[config.mk]
export PLATFORM = sky130hd
export DESIGN_NAME = dlyc_tap_cal_ctrl
export DESIGN_NICKNAME = d
export VERILOG_FILES = /design/src/rtl/dlyc_cal_pkg.sv /design/src/rtl/dlyc_cal_vote.sv /design/src/rtl/dlyc_tap_cal_ctrl.sv
export SDC_FILE = /design/constraint.sdc
export NUM_CORES = 1
export LEC_CHECK = 0
export ABC_AREA = 1
export BUFFER_PORTS_ARGS = -buffer_cell sky130_fd_sc_hd__clkbuf_2
export CAP_MARGIN = 20
export CORE_MARGIN = 1
export CORE_UTILIZATION = 55
export DETAILED_ROUTE_END_ITERATION = 6
export HOLD_SLACK_MARGIN = 0.05
export PLACE_DENSITY = 0.78
export SLEW_MARGIN = 10
export SYNTH_ARGS = -nofsm -noshare
export SYNTH_HDL_FRONTEND = slang
export SYNTH_SLANG_ARGS = --single-unit
[constraint.sdc]
create_clock -name CLK -period 1.9 [get_ports CLK]
set_input_delay 0.095 -clock CLK [delete_from_list [all_inputs] [get_ports CLK]]
set_output_delay 0.095 -clock CLK [all_outputs]
set_load 0.01 [all_outputs]
[src/rtl/dlyc_cal_pkg.sv]
// Shared definitions for the delay-line tap calibration sequencer.
//   state_e      : sequencer states
//   DEF_*        : default parameter values
//   maj_thr()    : smallest vote count v with 2*v > nsamp
//   max_u()      : unsigned maximum, used for counter sizing
package dlyc_cal_pkg;

  typedef enum logic [1:0] {
    IDLE   = 2'd0,
    SETTLE = 2'd1,
    SAMPLE = 2'd2,
    EVAL   = 2'd3
  } state_e;

  localparam int unsigned DEF_TAP_W      = 5;
  localparam int unsigned DEF_SETTLE_CYC = 4;
  localparam int unsigned DEF_NSAMP      = 8;

  // 2*v > n  <=>  v >= floor(n/2) + 1, so a tie is never late.
  function automatic int unsigned maj_thr(input int unsigned nsamp);
    return (nsamp / 2) + 1;
  endfunction

  function automatic int unsigned max_u(input int unsigned a, input int unsigned b);
    return (a > b) ? a : b;
  endfunction

endpackage

[src/rtl/dlyc_cal_vote.sv]
// PD_LATE majority vote counter.
//   clk, rst : clock, synchronous active-high reset
//   clr      : zero the vote count (priority over en)
//   en       : count vote_in this cycle
//   vote_in  : phase detector sample
//   late     : registered flag, 1 when the accumulated count is a strict majority of NSAMP
module dlyc_cal_vote
  import dlyc_cal_pkg::*;
#(
  parameter int unsigned NSAMP = DEF_NSAMP
) (
  input  logic clk,
  input  logic rst,
  input  logic clr,
  input  logic en,
  input  logic vote_in,
  output logic late
);

  localparam int unsigned          VOTE_W = $clog2(NSAMP + 1);
  localparam logic [VOTE_W-1:0]    THR    = VOTE_W'(maj_thr(NSAMP));

  logic [VOTE_W-1:0] cnt_q, cnt_d;
  logic              late_q, late_d;

  // The flag is computed from the next count so it is valid in the cycle
  // right after the last sample.
  always_comb begin
    cnt_d = cnt_q;
    if (clr) begin
      cnt_d = '0;
    end else if (en && vote_in) begin
      cnt_d = cnt_q + VOTE_W'(1);
    end
    late_d = (cnt_d >= THR);
  end

  always_ff @(posedge clk) begin
    if (rst) begin
      cnt_q  <= '0;
      late_q <= 1'b0;
    end else begin
      cnt_q  <= cnt_d;
      late_q <= late_d;
    end
  end

  assign late = late_q;

endmodule

[src/rtl/dlyc_tap_cal_ctrl.sv]
// Tapped delay-line calibration sequencer: sweeps the tap select upward from
// 0 and locks on the first tap judged late by majority vote of PD_LATE.
//   CLK, RST  : clock, synchronous active-high reset
//   START     : begin calibration (IDLE only, OVR_EN=0)
//   ABORT     : cancel a calibration in progress
//   PD_LATE   : phase detector, 1 = delayed edge is late
//   OVR_EN    : software override enable, OVR_TAP drives TAP
//   TAP       : registered tap select
//   BUSY      : calibration in progress
//   DONE/LOCKED/ERR : sticky result flags, cleared by START, ABORT, RST
module dlyc_tap_cal_ctrl
  import dlyc_cal_pkg::*;
#(
  parameter int unsigned TAP_W      = DEF_TAP_W,
  parameter int unsigned SETTLE_CYC = DEF_SETTLE_CYC,
  parameter int unsigned NSAMP      = DEF_NSAMP
) (
  input  logic             CLK,
  input  logic             RST,
  input  logic             START,
  input  logic             ABORT,
  input  logic             PD_LATE,
  input  logic             OVR_EN,
  input  logic [TAP_W-1:0] OVR_TAP,
  output logic [TAP_W-1:0] TAP,
  output logic             BUSY,
  output logic             DONE,
  output logic             LOCKED,
  output logic             ERR
);

  localparam int unsigned       CNT_W       = $clog2(max_u(SETTLE_CYC, NSAMP) + 1);
  localparam logic [CNT_W-1:0]  SETTLE_LAST = CNT_W'(SETTLE_CYC - 1);
  localparam logic [CNT_W-1:0]  SAMPLE_LAST = CNT_W'(NSAMP - 1);

  state_e             state_q, state_d;
  logic [TAP_W-1:0]   tap_q, tap_d;
  logic [CNT_W-1:0]   cnt_q, cnt_d;
  logic               done_q, done_d;
  logic               locked_q, locked_d;
  logic               err_q, err_d;
  logic               vote_clr, vote_en, late;

  logic busy;
  assign busy = (state_q != IDLE);

  // Votes accumulate only in SAMPLE; the counter is held clear in IDLE and
  // EVAL so each tap (and each fresh calibration) starts from zero.
  assign vote_en  = (state_q == SAMPLE);
  assign vote_clr = (state_q == IDLE) || (state_q == EVAL);

  dlyc_cal_vote #(
    .NSAMP (NSAMP)
  ) u_vote (
    .clk     (CLK),
    .rst     (RST),
    .clr     (vote_clr),
    .en      (vote_en),
    .vote_in (PD_LATE),
    .late    (late)
  );

  always_comb begin
    state_d  = state_q;
    tap_d    = tap_q;
    cnt_d    = cnt_q;
    done_d   = done_q;
    locked_d = locked_q;
    err_d    = err_q;

    if (OVR_EN) begin
      // Override entered while busy behaves as an abort for the flags.
      state_d = IDLE;
      tap_d   = OVR_TAP;
      cnt_d   = '0;
      if (busy) begin
        done_d   = 1'b0;
        locked_d = 1'b0;
        err_d    = 1'b0;
      end
    end else if (ABORT && busy) begin
      state_d  = IDLE;
      tap_d    = '0;
      cnt_d    = '0;
      done_d   = 1'b0;
      locked_d = 1'b0;
      err_d    = 1'b0;
    end else begin
      unique case (state_q)
        IDLE: begin
          if (START) begin
            state_d  = SETTLE;
            tap_d    = '0;
            cnt_d    = '0;
            done_d   = 1'b0;
            locked_d = 1'b0;
            err_d    = 1'b0;
          end
        end
        SETTLE: begin
          if (cnt_q == SETTLE_LAST) begin
            cnt_d   = '0;
            state_d = SAMPLE;
          end else begin
            cnt_d = cnt_q + CNT_W'(1);
          end
        end
        SAMPLE: begin
          if (cnt_q == SAMPLE_LAST) begin
            cnt_d   = '0;
            state_d = EVAL;
          end else begin
            cnt_d = cnt_q + CNT_W'(1);
          end
        end
        EVAL: begin
          cnt_d = '0;
          if (late) begin
            state_d = IDLE;
            done_d  = 1'b1;
            if (tap_q != '0) begin
              locked_d = 1'b1;
            end else begin
              err_d = 1'b1;
            end
          end else if (tap_q == '1) begin
            state_d = IDLE;
            done_d  = 1'b1;
            err_d   = 1'b1;
          end else begin
            state_d = SETTLE;
            tap_d   = tap_q + TAP_W'(1);
          end
        end
        default: state_d = IDLE;
      endcase
    end
  end

  always_ff @(posedge CLK) begin
    if (RST) begin
      state_q  <= IDLE;
      tap_q    <= '0;
      cnt_q    <= '0;
      done_q   <= 1'b0;
      locked_q <= 1'b0;
      err_q    <= 1'b0;
    end else begin
      state_q  <= state_d;
      tap_q    <= tap_d;
      cnt_q    <= cnt_d;
      done_q   <= done_d;
      locked_q <= locked_d;
      err_q    <= err_d;
    end
  end

  assign TAP    = tap_q;
  assign BUSY   = busy;
  assign DONE   = done_q;
  assign LOCKED = locked_q;
  assign ERR    = err_q;

endmodule

# ---- Word level (Yosys, flattened, before mapping)
# Cells that the tools add are included.
dict set report totals {
  regBits 19
  latchBits 0
  ramBits 0
  romBits 0
  output_inout_bits 9
  mem_count 0
}
dict set report classes {
  n_addsub 3
  n_mul 0
  div 0
  magnitude_cmp 1
  n_eq_ne 17
  shift 0
  n_mux 35
  n_bitwise 0
  n_reduce_logical 13
}
# cell count
set ops {}
lappend ops {{$mux 5} 5}
lappend ops {{$mux 4} 5}
lappend ops {{$mux 1} 16}
lappend ops {{$pmux 4 s4} 1}
lappend ops {{$pmux 5 s2} 1}
lappend ops {{$reduce_and 5->1} 2}
lappend ops {{$add 4x1->4 const B} 2}
lappend ops {{$ne 4x2->1 const B} 2}
lappend ops {{$ne 4x4->1 const B} 2}
lappend ops {{$pmux 2 s4} 1}
lappend ops {{$reduce_and 4->1} 2}
lappend ops {{$mux 2} 3}
lappend ops {{$ne 2x2->1 const B} 3}
lappend ops {{$pmux 1 s2} 3}
lappend ops {{$add 5x1->5 const B} 1}
lappend ops {{$eq 5x5->1 const B} 1}
lappend ops {{$ne 5x2->1 const B} 1}
lappend ops {{$ne 5x5->1 const B} 1}
lappend ops {{$reduce_bool 5->1} 1}
lappend ops {{$eq 2x2->1 const B} 2}
lappend ops {{$eq 4x2->1 const B} 1}
lappend ops {{$eq 4x3->1 const B} 1}
lappend ops {{$ge 4x3->1 const B} 1}
lappend ops {{$ne 4x3->1 const B} 1}
lappend ops {{other kinds (9)} 10}

# ---- Logic depth before layout (Yosys ltp)
dict set report logic_depth {
  depth_word 6
  mapped_depth 11
  ltp_nobuf 11
}

# ---- Hierarchy
# Synthesis repeated with hierarchy kept, for this count alone.
dict set report unflattened {
  cells_unflattened 197
  hier_area_um2 1265.0
}
# module instances cells_per_inst area_per_inst_um2 seq_area_each_um2
set by_module_without_submodules {}
lappend by_module_without_submodules {dlyc_tap_cal_ctrl 1 161 1023.5 280.3}
lappend by_module_without_submodules {dlyc_cal_vote 1 36 241.5 100.1}

# ---- Least setup slack after synthesis
# OpenSTA, ideal clock, no wires.
dict set report synth_path {
  path_type {register to register}
  startpoint {reg tap_q[0] (netlist: TAP[0])}
  endpoint {reg tap_q[3] (netlist: TAP[3])}
  t_arrival_ps 1376
  required_ps 1786
  path_slack_ps 410
  stages_incl_launch_ff 11
  synth_period_minus_slack_ps 1490
  path_cell_list {dfxtp_1 > ha_1 > nand2_1 > nor2_1 > ha_1 > nor2_1 > inv_1 > nand4_2 > nand3_1 > nor2_1 > nor2_2}
}
dict set report synth_via {
  elab_chain_cells 6
  elab_cells_between_ends 9
  classes_between {1 x add/sub; 2 x eq/ne; 5 x mux; 1 x reduce/logical}
}
# element line_no
set synth_rtl {}
lappend synth_rtl {{from (decl)} dlyc_tap_cal_ctrl.sv:37} ;# logic [TAP_W-1:0] tap_q, tap_d;
lappend synth_rtl {{from (signal assigned)} dlyc_tap_cal_ctrl.sv:150} ;# tap_q <= tap_d;
lappend synth_rtl {{$add 5x1->5} dlyc_tap_cal_ctrl.sv:132} ;# tap_d = tap_q + TAP_W'(1);
lappend synth_rtl {{$mux 5} dlyc_tap_cal_ctrl.sv:126} ;# end else if (tap_q == '1) begin
lappend synth_rtl {{$mux 5} dlyc_tap_cal_ctrl.sv:118} ;# if (late) begin
lappend synth_rtl {{$pmux 5 s2} dlyc_tap_cal_ctrl.sv:89} ;# unique case (state_q)
lappend synth_rtl {{$mux 5} dlyc_tap_cal_ctrl.sv:81} ;# end else if (ABORT && busy) begin
lappend synth_rtl {{$mux 5} dlyc_tap_cal_ctrl.sv:71} ;# if (OVR_EN) begin
# Parallel ways exist; a longest one is shown, timed or not. The select of a mux whose other input is x is not followed.
# A chain may end at the register's enable or synchronous reset.

# ---- Worst setup path after layout
dict set report layout_path {
  startpoint {reg tap_q[0] (netlist: TAP[0])}
  endpoint {reg tap_q[2] (netlist: TAP[2])}
}
# The elaborated chain is that of the path after synthesis.

==> results.json <==
{
  "status": "finished, final reports clean",
  "via_per_inst": 5.05,
  "dieHeight_um": 49.1,
  "die_x_um": 49.1,
  "crit_path_start_kind": "flop",
  "endpoint_kind": "flop",
  "holdPathStages": 5,
  "wire_per_inst_um": 10.6,
  "hold_viol": 0,
  "routed_wl_um": 2420,
  "nets": 224,
  "synth.area.top_cells": "dfxtp_1 (31%), nand2_1 (15%), ha_1 (10%)",
  "crit_path_max_fanout": 9,
  "hp-class": "in2reg",
  "gp_congestion": 0.842,
  "track_usage": 0.224,
  "fmax_ghz": 0.617,
  "r2r_slack_ns": 0.28,
  "r2r_start": "TAP[0]$_SDFFE_PP0P_",
  "core_um2": 2020,
  "ctsResizeCount": 0,
  "drv_slew": 0,
  "vdd.ir_drop.worst_mv": 0.408,
  "post-place-ws_ns": 0.320,
  "cts_htree_levels": 1,
  "drt-initial-drc-count": 27,
  "synth.net_count": 200,
  "grt_pass1_vias": 1028,
  "synth_top_area_frac": 0.312,
  "clock_tree.buffer_depth": 2,
  "rsz0062_at_grt": "false",
  "p_per_area_nw_per_um2": 587,
  "cp-endpoint": "TAP[2]$_SDFFE_PP0P_",
  "finalSetupViolCount": 0,
  "min_period_over_period": 0.853,
  "final.setup.tns_ns": 0,
  "synthesis.area_um2": 1220,
  "syn_inst": 179,
  "drive_gt1_frac": 0.198,
  "antenna_found_initial": 0,
  "required_ns": 2.15,
  "timing.max_slew.rel_slack": 0.821,
  "clock_sinks": 19,
  "root_buffer": "clkbuf_4",
  "fp-row-count": 16,
  "avgSynthCellArea_um2": 6.81,
  "post_synth_num_cell_types": 24,
  "place_hpwl_um": 1860,
  "areaGrowthSynthToFinish_pct": 12.7,
  "grt_first_pass_wirelength_um": 4180,
  "cts_tree": "built",
  "critPathKind": "reg2reg",
  "port_buffers": 19,
  "die-area_um2": 2410,
  "grt_max_degree": 12,
  "fin_total_pwr_uw": 806,
  "numCtsBuffers": 3,
  "io_pins": 20,
  "drc": 0,
  "skew_ns": 0.0124,
  "r2r_cells": 11,
  "hold_buffers": 1,
  "yosysTopAreaCell": "dfxtp_1",
  "ys_ff_latch": 19,
  "first_pass_iters": 5,
  "p_leak_uw": 0.000684,
  "worst_pin_slew_ns": 0.269,
  "num_vias": 1156,
  "diodes": 0,
  "ys_warn_count": 0,
  "fin_crit_ns": 1.62,
  "maxCapViolations": 0,
  "ys_seq_area_frac": 0.312,
  "fin_ws_ns": 0.279,
  "arrival_ns": 1.87,
  "insertion_delay_ns": 0.31,
  "post-cts-setup-buffers": 0,
  "gr-total-overflow": 0,
  "postRouteAntennaNets": 0,
  "initial_utilization": 0.603,
  "timing.critical_path.from": "TAP[0]$_SDFFE_PP0P_",
  "cts.clk_slew.worst_paths_ns": 0.12,
  "r2r_end": "TAP[2]$_SDFFE_PP0P_"
}
metal layers:
layer  vias up  wire length [um]  track usage
li1        611                 -            -
met1       513              1190        0.292
met2        26              1070        0.354
met3         6               121       0.0530
met4         0                31       0.0882
met5         -                 0            0
where the power goes:
part	total (uW)	switching [uW]	internal (uW)
Combinational	165	102	62.3
Clock	213	134	78.6
Sequential	429	16.4	413
cells in the final DEF, fill, tap and decap left out:
cell	instances
nand2_1	50
nor2_1	23
inv_1	22
dfxtp_1	19
clkbuf_2	19
nand3_1	11
ha_1	10
a21oi_1	9
nor2_2	5
nand4_1	5
inv_2	3
nand2_4	3
o21ai_0	3
clkbuf_4	3
nand2_2	2
nor2_4	2
o211ai_1	2
nand3b_1	2
nand4_2	1
nand3_2	1
xor2_1	1
nor3_1	1
xnor2_1	1
o21ai_1	1
o21bai_1	1
clkinv_2	1
dlygate4sd3_1	1
worst min-delay path by stage:
| stage | from | end | slack, ns |
|---|---|---|---|
| floorplan | RST | u_vote.cnt_q[0]$_SDFF_PP0_ | 0.17 |
| global placement | RST | u_vote.cnt_q[2]$_SDFF_PP0_ | 0.34 |
| detailed placement | RST | u_vote.cnt_q[2]$_SDFF_PP0_ | 0.34 |
| CTS | OVR_TAP[1] | TAP[1]$_SDFFE_PP0P_ | 0.1 |
| global route | OVR_TAP[4] | TAP[4]$_SDFFE_PP0P_ | 0.12 |
| finish | OVR_TAP[1] | TAP[1]$_SDFFE_PP0P_ | 0.09 |
logic make-up after synthesis:
kind of cell	Yosys count	share of synthesized area
xor+xnor	2	0.0144
compound gates	16	0.0719
fa+ha+maj	10	0.103
flops	19	0.312
simple gates	106	0.413
buf+inv	26	0.0862
cell usage after synthesis (all sizes together):
library cell	n
nand3	12
xor2	1
dfxtp	19
a21oi	9
inv	25
nand3b	2
o21bai	1
nor3	1
o211ai	2
xnor2	1
ha	10
nand4	6
nor2	30
buf	1
o21ai	4
nand2	55
metrics by stage:
| stage | cell area [um2] | instances | hold WS, ns | utilization |
|---|---|---|---|---|
| after floorplan | 1220 | 179 | 0.167 | - |
| after global placement | 1340 | 224 | 0.344 | 0.661 |
| after detailed placement | 1340 | 224 | 0.344 | 0.661 |
| after CTS | 1370 | 229 | 0.0969 | 0.679 |
| after global routing | 1370 | 229 | 0.120 | 0.679 |
| final | 1370 | 229 | 0.0891 | 0.679 |
registers in the layout, indices dropped and copies added, names as in the netlist:
name	count
TAP	5
cnt_q	4
u_vote.cnt_q	4
state_q	2
DONE	1
ERR	1
LOCKED	1
u_vote.late	1
layout make-up:
type                            count  area [um2]
Fill cell                         193         648
Tap cell                           27        33.8
Multi-Input combinational cell    134         733
Timing Repair Buffer               20         105
Clock inverter                      1        5.00
Inverter                           25        93.8
Sequential cell                    19         380
Clock buffer                        3        22.5
critical path: stages, from the launching register on:
cell     delay (ns)
dfxtp_1        0.39
ha_1           0.25
nand2_1        0.07
nor2_1         0.04
ha_1           0.17
nor2_1         0.16
inv_1          0.08
nand4_2        0.10
nand2_4        0.09
nand2_1        0.07
nand2_1        0.04
nor2_1         0.10
(Power assumes the default switching activity.)
